==> src/rtl/uart_rx_buffer_pkg.sv <==
// Shared types and constants for the uart_rx receive FIFO.
package uart_rx_buffer_pkg;

    localparam int unsigned RxDataWidth = 8;

    // One stored frame: parity flag alongside the received byte.
    typedef struct packed {
        logic                   parity_err;
        logic [RxDataWidth-1:0] data;
    } uart_rx_entry_t;

endpackage : uart_rx_buffer_pkg

==> src/rtl/uart_rx_buffer_timer.sv <==
// Idle-timeout tracker for uart_rx_buffer. The counter runs while data is held
// and nothing moves, then saturates. timeout_o stays up until the next activity.
// Only instantiated when UART_RX_BUF_TIMEOUT_EN is defined.
module uart_rx_buffer_timer #(
    parameter int unsigned TimeoutCycles = 512
) (
    input  logic clk_i,
    input  logic arst_ni,
    input  logic empty_i,
    input  logic activity_i,
    output logic timeout_o
);

    localparam int unsigned CntW = (TimeoutCycles > 1) ? $clog2(TimeoutCycles) : 1;
    localparam logic [CntW-1:0] CntMax = CntW'(TimeoutCycles - 1);

    logic [CntW-1:0] cnt_q, cnt_d;
    logic            timeout_q, timeout_d;
    logic            idle;

    assign idle = !empty_i && !activity_i;

    // Next-state for the saturating idle counter and the timeout flag.
    always_comb begin
        cnt_d     = cnt_q;
        timeout_d = timeout_q;
        if (!idle) begin
            cnt_d     = '0;
            timeout_d = 1'b0;
        end else if (cnt_q == CntMax) begin
            timeout_d = 1'b1;
        end else begin
            cnt_d = cnt_q + 1'b1;
        end
    end

    // Counter and flag registers.
    always_ff @(posedge clk_i or negedge arst_ni) begin
        if (!arst_ni) begin
            cnt_q     <= '0;
            timeout_q <= 1'b0;
        end else begin
            cnt_q     <= cnt_d;
            timeout_q <= timeout_d;
        end
    end

    assign timeout_o = timeout_q;

endmodule : uart_rx_buffer_timer

==> src/rtl/uart_rx_buffer.sv <==
// Receive-side FWFT byte FIFO downstream of uart_rx. Stores {parity_err, data}
// per frame, reports level/full/empty, sticky overflow and (when the
// UART_RX_BUF_TIMEOUT_EN macro is defined) an idle timeout.
module uart_rx_buffer
    import uart_rx_buffer_pkg::*;
#(
    parameter int unsigned Depth         = 16,
    parameter int unsigned TimeoutCycles = 512
) (
    input  logic                      clk_i,
    input  logic                      arst_ni,
    input  logic [RxDataWidth-1:0]    wr_data_i,
    input  logic                      wr_parity_err_i,
    input  logic                      wr_valid_i,
    output logic [RxDataWidth-1:0]    rd_data_o,
    output logic                      rd_parity_err_o,
    output logic                      rd_valid_o,
    input  logic                      rd_ready_i,
    input  logic                      flush_i,
    input  logic                      overflow_clr_i,
    output logic [$clog2(Depth):0]    count_o,
    output logic                      full_o,
    output logic                      empty_o,
    output logic                      overflow_o,
    output logic                      timeout_o
);

    localparam int unsigned PtrW = $clog2(Depth);
    localparam int unsigned CntW = PtrW + 1;
    localparam logic [CntW-1:0] CntFull = CntW'(Depth);

    uart_rx_entry_t  mem_q [Depth];
    logic [PtrW-1:0] wr_ptr_q, wr_ptr_d;
    logic [PtrW-1:0] rd_ptr_q, rd_ptr_d;
    logic [CntW-1:0] count_q, count_d;
    logic            overflow_q, overflow_d;
    logic            push, pop, overflow_set;
    uart_rx_entry_t  wr_entry;
    uart_rx_entry_t  head;

    assign full_o  = (count_q == CntFull);
    assign empty_o = (count_q == '0);
    assign count_o = count_q;

    assign pop          = !empty_o && rd_ready_i;
    assign push         = wr_valid_i && (!full_o || pop);
    assign overflow_set = wr_valid_i && full_o && !pop && !flush_i;

    assign wr_entry.parity_err = wr_parity_err_i;
    assign wr_entry.data       = wr_data_i;

    assign head            = mem_q[rd_ptr_q];
    assign rd_data_o       = head.data;
    assign rd_parity_err_o = head.parity_err;
    assign rd_valid_o      = !empty_o;
    assign overflow_o      = overflow_q;

    // Pointer, level and sticky-overflow next state; flush overrides push/pop.
    always_comb begin
        wr_ptr_d   = wr_ptr_q;
        rd_ptr_d   = rd_ptr_q;
        count_d    = count_q;
        overflow_d = overflow_q;
        if (flush_i) begin
            wr_ptr_d = '0;
            rd_ptr_d = '0;
            count_d  = '0;
        end else begin
            if (push) wr_ptr_d = wr_ptr_q + 1'b1;
            if (pop)  rd_ptr_d = rd_ptr_q + 1'b1;
            if (push && !pop)      count_d = count_q + 1'b1;
            else if (pop && !push) count_d = count_q - 1'b1;
        end
        if (overflow_set)        overflow_d = 1'b1;
        else if (overflow_clr_i) overflow_d = 1'b0;
    end

    // Control registers.
    always_ff @(posedge clk_i or negedge arst_ni) begin
        if (!arst_ni) begin
            wr_ptr_q   <= '0;
            rd_ptr_q   <= '0;
            count_q    <= '0;
            overflow_q <= 1'b0;
        end else begin
            wr_ptr_q   <= wr_ptr_d;
            rd_ptr_q   <= rd_ptr_d;
            count_q    <= count_d;
            overflow_q <= overflow_d;
        end
    end

    // Storage array, cleared on reset; writes suppressed during flush.
    always_ff @(posedge clk_i or negedge arst_ni) begin
        if (!arst_ni) begin
            for (int unsigned i = 0; i < Depth; i++) begin
                mem_q[i] <= '0;
            end
        end else if (push && !flush_i) begin
            mem_q[wr_ptr_q] <= wr_entry;
        end
    end

`ifdef UART_RX_BUF_TIMEOUT_EN
    uart_rx_buffer_timer #(
        .TimeoutCycles(TimeoutCycles)
    ) u_timer (
        .clk_i     (clk_i),
        .arst_ni   (arst_ni),
        .empty_i   (empty_o),
        .activity_i(push || pop || flush_i),
        .timeout_o (timeout_o)
    );
`else
    assign timeout_o = 1'b0;
`endif

endmodule : uart_rx_buffer

==> config.mk <==
export PLATFORM = sky130hd
export DESIGN_NAME = uart_rx_buffer
export DESIGN_NICKNAME = d
export VERILOG_FILES = /design/src/rtl/uart_rx_buffer_pkg.sv /design/src/rtl/uart_rx_buffer_timer.sv /design/src/rtl/uart_rx_buffer.sv
export SDC_FILE = /design/constraint.sdc
export NUM_CORES = 1
export LEC_CHECK = 0
export ABC_AREA = 1
export CAP_MARGIN = 5
export CORE_ASPECT_RATIO = 0.75
export CORE_MARGIN = 5
export CORE_UTILIZATION = 45
export CTS_BUF_LIST = sky130_fd_sc_hd__clkbuf_4
export DETAILED_ROUTE_END_ITERATION = 16
export PLACE_DENSITY = 0.63
export SYNTH_ARGS = -nofsm -noshare
export SYNTH_HDL_FRONTEND = slang
export SYNTH_SLANG_ARGS = --single-unit
export TNS_END_PERCENT = 1
==> constraint.sdc <==
create_clock -name clk_i -period 6.19 [get_ports clk_i]
set_input_delay 0.619 -clock clk_i [delete_from_list [all_inputs] [get_ports clk_i]]
set_output_delay 0.619 -clock clk_i [all_outputs]
set_load 0.01 [all_outputs]
# [After elaboration in Yosys (flattened, before gate mapping)]
# Index checks and enable logic that the tools add are counted.
[word_totals] reg_bits=158 input_bits=15 out_inout_bits=19 word_cells=81
[op_classes] addsub=4 n_lt_le_gt_ge=3 n_eq_ne=1 n_mux=15 bitwise_logic=2 n_reduce_logical=20
[ops] op="$bwmux 144" n=1
[ops] op="$bmux 9 s4" n=1
[ops] op="$demux 9 s4" n=1
[ops] op="$mux 9" n=3
[ops] op="$mux 4" n=4
[ops] op="$mux 5" n=3
[ops] op="$ge 5x5->1 const B" n=2
[ops] op="$not 4->5" n=2
[ops] op="$logic_and 1x1->1" n=9
[ops] op="$add 4x1->4 const B" n=2
[ops] op="$reduce_bool 2->1" n=3
[ops] op="$add 5x1->5 const B" n=1
[ops] op="$eq 5x5->1 const B" n=1
[ops] op="$logic_not 1->1" n=5
[ops] op="$logic_not 5->1" n=1
[ops] op="$lt 5x1->1 const B" n=1
[ops] op="$sub 5x1->5 const B" n=1
[ops] op="$reduce_bool 3->1" n=1
[ops] op="$mux 1" n=2
[ops] op="$logic_or 1x1->1" n=1

# [Longest topological paths before layout]
# Gate-level depths: netlist (run 1).
[depth] word_depth=10 depth_mapped=14 ltp_nobuf=14

# [Worst setup path after synthesis (run 1)]
# No wires, ideal clock.
[synth_timing] path_type="reg-to-reg" start="reg count_q[2] (netlist: count_o[2])" end="reg count_q[4] (netlist: count_o[4])" setup_time_ns=0.118 t_arrival_ns=2.144 required_ns=6.072 path_slack_ns=3.928 path_stages_with_launch=14 path_buffers=0 period_less_slack_ns=2.262 cell_sequence="dfrtp_1 nor2_2 nand3_1 nand2_2 nand3_2 fa_1 nand3_1 nand4_1 nand2_1 inv_1 nand2_1 nand2_1 nand2_1 nand2_1"
[synth_between] elab_chain_len=8 elab_cells_between_ends=17 cone_classes="add/sub: 2; eq/ne: 1; mux: 3; reduce/logical: 11"
[synth_rtl] element="from (decl)" line_no="uart_rx_buffer.sv:35" text="logic [CntW-1:0] count_q, count_d;"
[synth_rtl] element="from (signal assigned)" line_no="uart_rx_buffer.sv:88" text="count_q <= count_d;"
[synth_rtl] element="$logic_not 5->1 (*)" line_no="uart_rx_buffer.sv:42" text="assign empty_o = (count_q == '0);"
[synth_rtl] element="$logic_not 1->1 (*)"
[synth_rtl] element="named net rd_valid_o" line_no="uart_rx_buffer.sv:17" text="output logic rd_valid_o,"
[synth_rtl] element="$logic_and 1x1->1 (*)" line_no="uart_rx_buffer.sv:45" text="assign pop = !empty_o && rd_ready_i;"
[synth_rtl] element="$logic_or 1x1->1" line_no="uart_rx_buffer.sv:46" text="assign push = wr_valid_i && (!full_o || pop);"
[synth_rtl] element="$logic_and 1x1->1" line_no="uart_rx_buffer.sv:46"
[synth_rtl] element="$logic_and 1x1->1 / $logic_not 1->1 (equally long branches)" line_no="uart_rx_buffer.sv:71, uart_rx_buffer.sv:72"
[synth_rtl] element="$mux 5 / $logic_and 1x1->1 (equally long branches)" line_no="uart_rx_buffer.sv:71, uart_rx_buffer.sv:72"
[synth_rtl] element="$mux 5 / $reduce_bool 3->1 (equally long branches)"
# Mark *: on every way through the listed nets, which the timed path passes. The rest lies on a longest branch. The select of a mux whose other input is x is not followed.
# A chain may end at the register's enable or synchronous reset.

# [Final worst setup path (run 1)]
[layout_timing] start="reg rd_ptr_q[0]" end="out rd_data_o[6]"
[layout_between] elab_chain_len=4
[layout_rtl] element="from (decl)" line_no="uart_rx_buffer.sv:34" text="logic [PtrW-1:0] rd_ptr_q, rd_ptr_d;"
[layout_rtl] element="from (signal assigned)" line_no="uart_rx_buffer.sv:87" text="rd_ptr_q <= rd_ptr_d;"
[layout_rtl] element="$not 4->5 (implied by the code)" line_no="uart_rx_buffer.sv:52" text="assign head = mem_q[rd_ptr_q];"
[layout_rtl] element="$bmux 9 s4" line_no="uart_rx_buffer.sv:52"
[layout_rtl] element="$mux 9 (implied by the code) (2 in series)" line_no="uart_rx_buffer.sv:52"
[layout_rtl] element="to (decl)" line_no="uart_rx_buffer.sv:15" text="output logic [RxDataWidth-1:0] rd_data_o,"
# Every way passes these cells. The select of a mux whose other input is x is not followed.

==> results of run 1 <==
## through the flow
stage,util,setup WS (ns),std cells,cell area [um^2]
global route,0.489,2.24,1122,8230
CTS,0.489,2.46,1122,8230
finish,0.489,2.48,1122,8230
detailed placement,0.475,3.15,1092,7990
global placement,0.475,3.15,1092,7990
floorplan,-,3.93,897,7720
## layer usage
metal / GRT usage / part of all wire / up-vias
li1: - / - / 2998
met1: 0.318 / 0.51 / 2895
met2: 0.300 / 0.41 / 174
met3: 0.0566 / 0.067 / 23
met4: 0.0565 / 0.014 / 0
met5: 0 / 0 / -
## state kept, by name, indices dropped and copies added (netlist names)
signal and flops:
mem_q 144, count_o 5, rd_ptr_q 4, wr_ptr_q 4
overflow_o 1
## worst max path at each step
| stage | start | slack [ns] | end | cells after the start |
|---|---|---|---|---|
| 3_5_place_dp | rd_ptr_q[0]$_DFFE_PN0P_ | 3.15 | rd_data_o[3] | 9 |
| 4_1_cts | rd_ptr_q[0]$_DFFE_PN0P_ | 2.46 | rd_data_o[6] | 9 |
| 6_report | rd_ptr_q[0]$_DFFE_PN0P_ | 2.48 | rd_data_o[6] | 9 |
| 3_3_place_gp | rd_ptr_q[0]$_DFFE_PN0P_ | 3.15 | rd_data_o[3] | 9 |
| 5_1_grt | rd_ptr_q[0]$_DFFE_PN0P_ | 2.24 | rd_data_o[3] | 9 |
| 2_1_floorplan | count_o[2]$_DFFE_PN0P_ | 3.93 | count_o[4]$_DFFE_PN0P_ | 13 |
## area by class of cell
class / instances / area share
repair buffers: 37 / 0.0437
inverters: 38 / 0.0183
clock inverters: 11 / 0.0117
flip-flops and latches: 158 / 0.481
multi-input cells: 644 / 0.395
well taps: 215 / 0.0327
clock buffers: 19 / 0.0173
## cell usage after synthesis, types with 2 or more instances
cell	instances	area (um^2)
buf_6	2	22.5
o21ai_1	41	205
dfrtp_1	158	3950
o21ai_0	177	886
ha_1	9	113
buf_2	7	35.0
nand2_1	180	676
nor2_2	2	12.5
nand3_4	9	158
buf_8	7	105
a21oi_1	6	30.0
xor2_1	3	26.3
clkbuf_1	30	113
clkbuf_2	8	40.0
nor2_1	123	462
nand3_1	35	175
inv_2	2	7.51
o211ai_1	36	270
o21ai_2	4	35.0
inv_1	34	128
nand3_2	9	90.1
nor2_8	2	40.0
buf_12	2	40.0
## kinds of logic (layout without fill, tap and decap cells)
group	after synthesis	count (layout)	share of synthesized area
compound gates	266	266	0.188
fa+ha+maj	10	10	0.0172
buf+inv	95	105	0.0665
xor+xnor	4	4	0.00454
flops	158	158	0.512
simple gates	363	363	0.211
other cells	1	1	0.000486
## power by group through the flow
stage          sequential [mW]  clock (mW)  combinational, mW
2_1_floorplan             1.25           0              0.690
3_3_place_gp              1.29           0              0.985
3_5_place_dp              1.30           0              0.989
4_1_cts                   1.28       0.586              0.997
5_1_grt                   1.30       0.634               1.12
6_report                  1.28       0.572              0.992
## critical path: stages (launching register included)
cell and delay (ns):
dfrtp_2 0.43, inv_2 0.19, buf_4 0.57, nor2_1 0.08, nor2_1 0.09, o21ai_0 0.10
o211ai_1 0.16, nand3_1 0.19, nand2_1 0.12, clkdlybuf4s50_1 0.58
## layout by cell type, fill, tap and decap left out, types with 19 or more instances in the layout
cell,count
clkbuf_4,19
clkdlybuf4s50_1,31
dfrtp_1,156
inv_1,34
nand2_1,180
nand3_1,35
nor2_1,123
o211ai_1,36
o21ai_0,177
o21ai_1,41
==> reports/results.ini, run 1 <==
[die]
die_y_um=123
rows=41
coreArea_mm2=0.0168
start_util=0.459
io_pins=34
die_w_um=161
die_area_mm2=0.0199

[pwr]
pwr-share-seq=0.449
power.leakage_nw=3.68
p_per_area_mw_per_mm2=345
clockPowerShare=0.201
p_comb_frac=0.349
p_int_mw=1.76
ir_worst_vdd_mv=0.189
switchingPower_mw=1.08
switching_share=0.380
total_power_mw=2.84

[sta]
finalClockSkew_ns=0.0294
drv_slew=0
fmax_ghz=0.270
fin_hold_ws_ns=0.128
fin_crit_ns=3.71
finalHoldViolCount=0
finalSetupViolations=0
maxSlewHeadroom=0.414
setup_tns_ns=0
period_share=0.599
rsz0062_at_grt=no
worst_slew_pin_slew_ns=0.878

[logic_synthesis]
syn_inst=897
ys_warn_count=0
yosysSeqAreaShare=0.512
syn_nets=922
async_flop_share=1.00
ys.flop_type=dfrtp_1
avgSynthCellArea_um2=8.60
ys_types=34
synth_edf_count=0
synth_area_mm2=0.00772
ys_ff_latch=158

[global_routing]
grt_max_degree=95
grt_first_pass_wirelength_um=32400
grt_pass1_vias=5680
grt_usage=0.211
antenna_found_initial=0
overflow=0

[route]
viasPerCell=5.43
ant_nets=0
routedWlPerCell_um=17.9
vias=6090
first_pass_iters=4
drtIter0Drc=504
routed_wl_um=20100
drc_errors=0

[clocking]
clock_latency_ns=0.58
postCtsHoldBufs=0
cts_buffer_depth=2
path_clk_slew_ns=0.12
cts_setup_buffers=0
cts_buffers=17
cts_tree=built
cts.sinks=158
cts_root_buffer=clkbuf_4
postCtsResizedCells=0
htree_levels=4

[worst_setup_path]
crit_type=reg2out
cp_max_fo=57
rrSetupSlack_ns=3.78
r2r_cells=13
regToRegStartpoint=count_o[2]$_DFFE_PN0P_
worstPathRequired_ns=5.57
endpoint_kind=primary output
start_kind=register
crit_arrival_ns=3.09
r2r-end=count_o[4]$_DFFE_PN0P_

[min_path]
min_path_type=in2async

[final_layout]
drive_gt1_frac=0.0739
fin_nets=921
multi_input_area_mm2=0.00325
n_antenna_cell=0
fillCellCount=1642
syn2layout_area_growth_pct=6.57
area.sequential_mm2=0.00396

[placement]
io_buffers=32
place.gp.congestion=0.796
hpwl_um=12300

[job]
drv_cap=0

[outcome]
status=finished clean

Power figures use the tool's default switching activity.
==> inputs of run 2 (changes only) <==
Clock period 6.19 ns to 3.5 ns, I/O delays scaled along.
==> run 2 against run 1 <==
Effect of this change:
- die area stayed put
- sequential power increased by 79%
- cell count up 0.62%
- critical endpoint is now rd_data_o[2]
- via count is 0.13% lower
- clock skew decreased by 0.011 ns
- largest cell class unchanged
- power is 82% higher
- clock power up 96%
- final area increased by 1.4%
- register-to-register slack worse by 2.7 ns
==> reports/results.ini, run 2 (synthesized netlist as in run 1, its figures left out) <==
[final_layout]
syn2layout_area_growth_pct=8.07
mostFrequentLayoutCells=nand2_1, o21ai_0, dfrtp_1
fin_nets=926  ; +0.54%
fillCellCount=1648  ; +0.37%
largest_reg_flops=144  ; unchanged
final_util=0.496  ; +0.00692
final_cell_area_mm2=0.00834  ; +1.4%
n_antenna_cell=0  ; unchanged
final_common_cell=nand2_1
drive_gt1_frac=0.0810  ; +0.00709
final-instance-count-excl-fill=1129  ; +0.62%
max_flop_register=mem_q

[route]
ant_nets=0  ; unchanged
drc_errors=0  ; unchanged
drtIter0Drc=529  ; +5.0%
routed_wl_um=19800  ; -1.7%
first_pass_iters=5  ; +1
routedWlPerCell_um=17.5  ; -2.3%
viasPerCell=5.39  ; -0.75%
vias=6082  ; -0.13%

[worst_setup_path]
crit_slowest_cell=clkinv_1
endpoint_kind=primary output
cp_max_fo=19  ; -67%
regToRegStartpoint=count_o[0]$_DFFE_PN0P_
crit_arrival_ns=2.88  ; -0.21 ns
path_cells=clkinv_1, o211ai_1, nand3_1, nand2_1, clkdlybuf4s50_1
start_kind=register
r2r_cells=13  ; unchanged
crit_buf_inv=2  ; -1
cpPeakStageDelay_ns=0.63  ; +0.05 ns
crit_type=reg2out
rrSetupSlack_ns=1.07  ; -2.71 ns
worstPathRequired_ns=3.15  ; -2.42 ns
r2r-end=count_o[4]$_DFFE_PN0P_
cp_top_family=buffers and inverters

[sta]
setup_tns_ns=0  ; unchanged
fmax_ghz=0.310
worst_slew_pin_slew_ns=0.873  ; -0.00496 ns
drv_slew=0  ; unchanged
finalSetupViolations=0  ; unchanged
maxSlewHeadroom=0.418  ; +0.00331
rsz0062_at_grt=no
period_share=0.922
finalClockSkew_ns=0.0180  ; -0.0115 ns
final.setup.worst_slack_ns=0.274  ; -2.21 ns
finalHoldViolCount=0  ; unchanged
fin_crit_ns=3.23

[job]
drv_cap=0  ; unchanged

[placement]
dp_cells=1096  ; +0.37%
hpwl_um=12200  ; -0.69%
post-place-ws_ns=0.787  ; -2.37 ns
place.gp.congestion=0.811  ; +1.9%
place_area_mm2=0.00804  ; +0.69%
io_buffers=32  ; unchanged

[global_routing]
grt_first_pass_wirelength_um=32500  ; +0.34%
antenna_found_initial=0  ; unchanged
grt_max_degree=92  ; -3.2%
overflow=0  ; unchanged
grt_usage=0.209  ; -0.00168
grt_pass1_vias=5810  ; +2.3%

[clocking]
cts_buffer_depth=2  ; unchanged
cts_root_buffer=clkbuf_4
cts_tree=built
cts.sinks=158  ; unchanged
htree_levels=4  ; unchanged
clock_latency_ns=0.57  ; about the same
cts_buffers=17  ; unchanged
path_clk_slew_ns=0.13  ; about the same

[die]
io_pins=34  ; unchanged
die_y_um=123  ; unchanged
die_w_um=161  ; unchanged
die_area_mm2=0.0199  ; unchanged
start_util=0.459  ; unchanged
rows=41  ; unchanged
coreArea_mm2=0.0168  ; unchanged

[min_path]
min_to=overflow_o$_DFFE_PN0P_
min_path_type=in2reg
min_path_cells=2
worstHoldStart=overflow_clr_i

[pwr]
clockPowerShare=0.217  ; +0.016
p_int_mw=3.24  ; +84%
p_per_area_mw_per_mm2=621  ; +80%
switchingPower_mw=1.94  ; +80%
pwr-share-seq=0.441  ; -0.008
power.leakage_nw=3.74  ; +1.7%
ir_worst_vdd_mv=0.331  ; +75%
p_comb_frac=0.342  ; -0.007
switching_share=0.375  ; -0.00471

[outcome]
status=finished clean

==> run 2: cell types whose count changed in the layout (fill, tap and decap cells not counted) <==
cell / change
buf_12: +2
buf_4: +1
buf_6: +1
bufinv_16: +1
clkinv_1: -1
clkinv_4: +2
clkinvlp_4: -1
dfrtp_2: -1
dfrtp_4: +1
dlygate4sd3_1: +1
inv_6: +1
==> run 2: routing by layer <==
layer  wire length, um  up-vias  GRT usage
met5                 0        -          0
met4               177        0     0.0485
met3              1420       15     0.0586
met2              7930      166      0.295
met1             10200     2898      0.319
li1                  -     3003          -
==> run 2: how the worst max path moves through the flow <==
stage,slack (ns),end,cells after the start,from
floorplan,1.24,count_o[4]$_DFFE_PN0P_,13,count_o[2]$_DFFE_PN0P_
global placement,0.78,rd_data_o[0],5,rd_ptr_q[1]$_DFFE_PN0P_
detailed placement,0.79,rd_data_o[4],6,rd_ptr_q[1]$_DFFE_PN0P_
CTS,0.14,rd_data_o[4],6,rd_ptr_q[1]$_DFFE_PN0P_
global route,0.01,rd_data_o[2],5,rd_ptr_q[2]$_DFFE_PN0P_
finish,0.27,rd_data_o[2],5,rd_ptr_q[2]$_DFFE_PN0P_
==> run 2: metrics by stage <==
| stage | power, mW | hold WS, ns |
|---|---|---|
| finish | 5.18 | 0.349 |
| global route | 5.59 | 0.333 |
| CTS | 5.22 | 0.324 |
| detailed placement | 4.09 | 0.463 |
| global placement | 4.08 | 0.461 |
| floorplan | 3.43 | 0.0544 |
==> run 2: repair_timing <==
action | in CTS | in global routing
hold buffers | 1 | 0
buffers inserted | 0 | 0
endpoints found under the setup margin | 0 | 7
gates resized for setup | 0 | 2
endpoints found under the hold margin | 89 | 0
==> run 2: power by group through the flow <==
stage | clock (mW) | sequential, mW | combinational, mW
final | 1.12 | 2.29 | 1.77
after detailed placement | 0 | 2.32 | 1.78
after CTS | 1.15 | 2.28 | 1.79
after global routing | 1.23 | 2.32 | 2.04
after floorplan | 0 | 2.21 | 1.22
after global placement | 0 | 2.31 | 1.77
==> run 2: area by class of cell <==
class,instances,area [um^2],area share
flip-flops and latches,158,3960,0.475
multi-input cells,644,3250,0.390
repair buffers,42,428,0.0513
well taps,215,269,0.0322
inverters,38,150,0.0180
clock buffers,19,143,0.0171
clock inverters,13,141,0.0169
==> inputs of run 3 (changes only) <==
Settings changed: PLACE_DENSITY 0.63 to 0.66, REMOVE_ABC_BUFFERS set to 1.
Clock period 3.5 ns to 2.6 ns, I/O delays scaled along.
==> run 3 against run 2 <==
Effect of this change:
- clock skew is essentially flat
- wire length grew 4.4%
- hold slack lost 0.13 ns
- die area is the same
- first-iteration DRC count grew 19%
==> reports/results.ini, run 3 (synthesized netlist as in run 1, its figures left out) <==
[final_layout]
drive_gt1_frac=0.104  ; +0.0229
final_common_cell=nand2_1
largest_reg_flops=144  ; unchanged
final_cell_area_mm2=0.00852  ; +2.1%
final-instance-count-excl-fill=1149  ; +1.8%
n_antenna_cell=0  ; unchanged
max_flop_register=mem_q
fillCellCount=1662  ; +0.85%
multi_input_area_mm2=0.00325  ; unchanged
area.sequential_mm2=0.00396  ; unchanged
mostFrequentLayoutCells=nand2_1, o21ai_0, dfrtp_1
fin_nets=946  ; +2.2%
syn2layout_area_growth_pct=10.3
final_util=0.506  ; +0.0103

[global_routing]
grt_max_degree=64  ; -30%
grt_first_pass_wirelength_um=33400  ; +2.8%
grt_pass1_vias=5929  ; +2.0%
antenna_found_initial=0  ; unchanged
overflow=0  ; unchanged
grt_usage=0.216  ; +0.00664

[clocking]
clock_latency_ns=0.58  ; about the same
htree_levels=4  ; unchanged
cts_tree=built
cts_root_buffer=clkbuf_4
path_clk_slew_ns=0.13  ; about the same
cts_buffer_depth=2  ; unchanged
cts_buffers=17  ; unchanged
cts.sinks=158  ; unchanged

[worst_setup_path]
cp_max_fo=34  ; +15
start_kind=register
crit_arrival_ns=2.20  ; -0.68 ns
worstPathRequired_ns=2.34  ; -0.81 ns
endpoint_kind=primary output
crit_type=reg2out

[die]
die_w_um=161  ; unchanged
rows=41  ; unchanged
die_y_um=123  ; unchanged
io_pins=34  ; unchanged
coreArea_mm2=0.0168  ; unchanged
start_util=0.459  ; unchanged
die_area_mm2=0.0199  ; unchanged

[route]
vias=6276  ; +3.2%
drc_errors=0  ; unchanged
first_pass_iters=5  ; unchanged
ant_nets=0  ; unchanged
routedWlPerCell_um=18.0  ; +2.6%
routed_wl_um=20600  ; +4.4%
drtIter0Drc=630  ; +19%
viasPerCell=5.46  ; +1.4%

[placement]
place.gp.congestion=0.839  ; +3.4%
hpwl_um=12400  ; +1.7%
place_area_mm2=0.00817  ; +1.6%
dp_cells=1111  ; +1.4%
io_buffers=32  ; unchanged

[sta]
maxSlewHeadroom=0.595  ; +0.177
finalHoldViolCount=0  ; unchanged
fmax_ghz=0.406
drv_slew=0  ; unchanged
finalSetupViolations=0  ; unchanged
fin_hold_ws_ns=0.221  ; -0.128 ns
fin_crit_ns=2.46
worst_slew_pin_slew_ns=0.608  ; -0.265 ns
finalClockSkew_ns=0.0177  ; -0.000251 ns
period_share=0.948
rsz0062_at_grt=yes

[min_path]
min_path_type=in2async

[pwr]
total_power_mw=6.98  ; +35%
power.leakage_nw=3.85  ; +2.9%
ir_worst_vdd_mv=0.342  ; +3.1%
p_per_area_mw_per_mm2=820  ; +32%

[outcome]
status=finished clean

[job]
drv_cap=0  ; unchanged

run 3: changes by cell type in the layout (fill, tap and decap cells not counted), moves of 5 or more:
| cell | previous run | this run |
|---|---|---|
| buf_4 | 6 | 22 |
| dlygate4sd2_1 | 0 | 7 |
| clkdlybuf4s50_1 | 31 | 22 |
| clkinvlp_4 | 2 | 7 |
run 3: final timing paths:
| kind | startpoint | to | slack [ns] | cells after the start |
|---|---|---|---|---|
| worst min-delay path | arst_ni | mem_q[54]$_DFFE_PN0P_ | 0.22 | 2 |
| worst max-delay path | rd_ptr_q[0]$_DFFE_PN0P_ | rd_data_o[5] | 0.14 | 6 |
| worst min register to register | mem_q[125]$_DFFE_PN0P_ | mem_q[125]$_DFFE_PN0P_ | 0.49 | 2 |
| min in group clk_i | overflow_clr_i | overflow_o$_DFFE_PN0P_ | 0.25 | 2 |
| worst max register to register | count_o[0]$_DFFE_PN0P_ | count_o[4]$_DFFE_PN0P_ | 0.27 | 13 |
| max in group asynchronous | arst_ni | rd_ptr_q[0]$_DFFE_PN0P_ | 1.60 | 3 |
run 3: critical path, stage by stage (launching register included):
cell           delay, ns
dfrtp_2             0.45
buf_4               0.34
o21ai_0             0.14
o211ai_1            0.21
nand3_1             0.13
nand2_1             0.09
dlygate4sd2_1       0.27
run 3: power breakdown:
group | switching, mW | total [mW] | internal (mW) | leakage [nW]
registers | 0.229 | 3.00 | 2.77 | 2.15
logic | 1.54 | 2.58 | 1.04 | 1.58
clock network | 0.916 | 1.41 | 0.493 | 0.123
total | 2.69 | 6.98 | 4.30 | 3.85
run 3: final cells by class:
| cell class | count | share of cell area |
|---|---|---|
| clock inverter | 13 | 0.0140 |
| clock buffer | 19 | 0.0167 |
| sequential | 158 | 0.465 |
| multi-input combinational | 644 | 0.382 |
| inverter | 38 | 0.0182 |
| timing repair buffer | 62 | 0.0727 |
| tap | 215 | 0.0316 |
run 3: what timing repair did:
| item | 4_1_cts | 5_1_grt |
|---|---|---|
| buffers inserted | 3 | 0 |
| endpoints found under the hold margin | 59 | 0 |
| hold buffers | 1 | 0 |
| pin swaps | 0 | 1 |
| setup endpoints to repair | 9 | 7 |
| gates cloned | 0 | 2 |
| gates resized for setup | 12 | 8 |
run 3: through the flow:
step                      setup TNS [ns]  setup WS [ns]
after floorplan                    -1.55         -0.177
after CTS                              0         0.0804
final                                  0          0.136
after global routing             -0.0495        -0.0257
after global placement                 0          0.335
after detailed placement               0          0.298
run 3: per-layer routing:
metal	track usage	wire length (um)	share of wire	up-vias
met5	0	0	0	-
met4	0.0522	201	0.0097	0
met3	0.0437	1360	0.066	20
met2	0.317	8770	0.42	219
met1	0.329	10300	0.50	2985
li1	-	-	-	3052
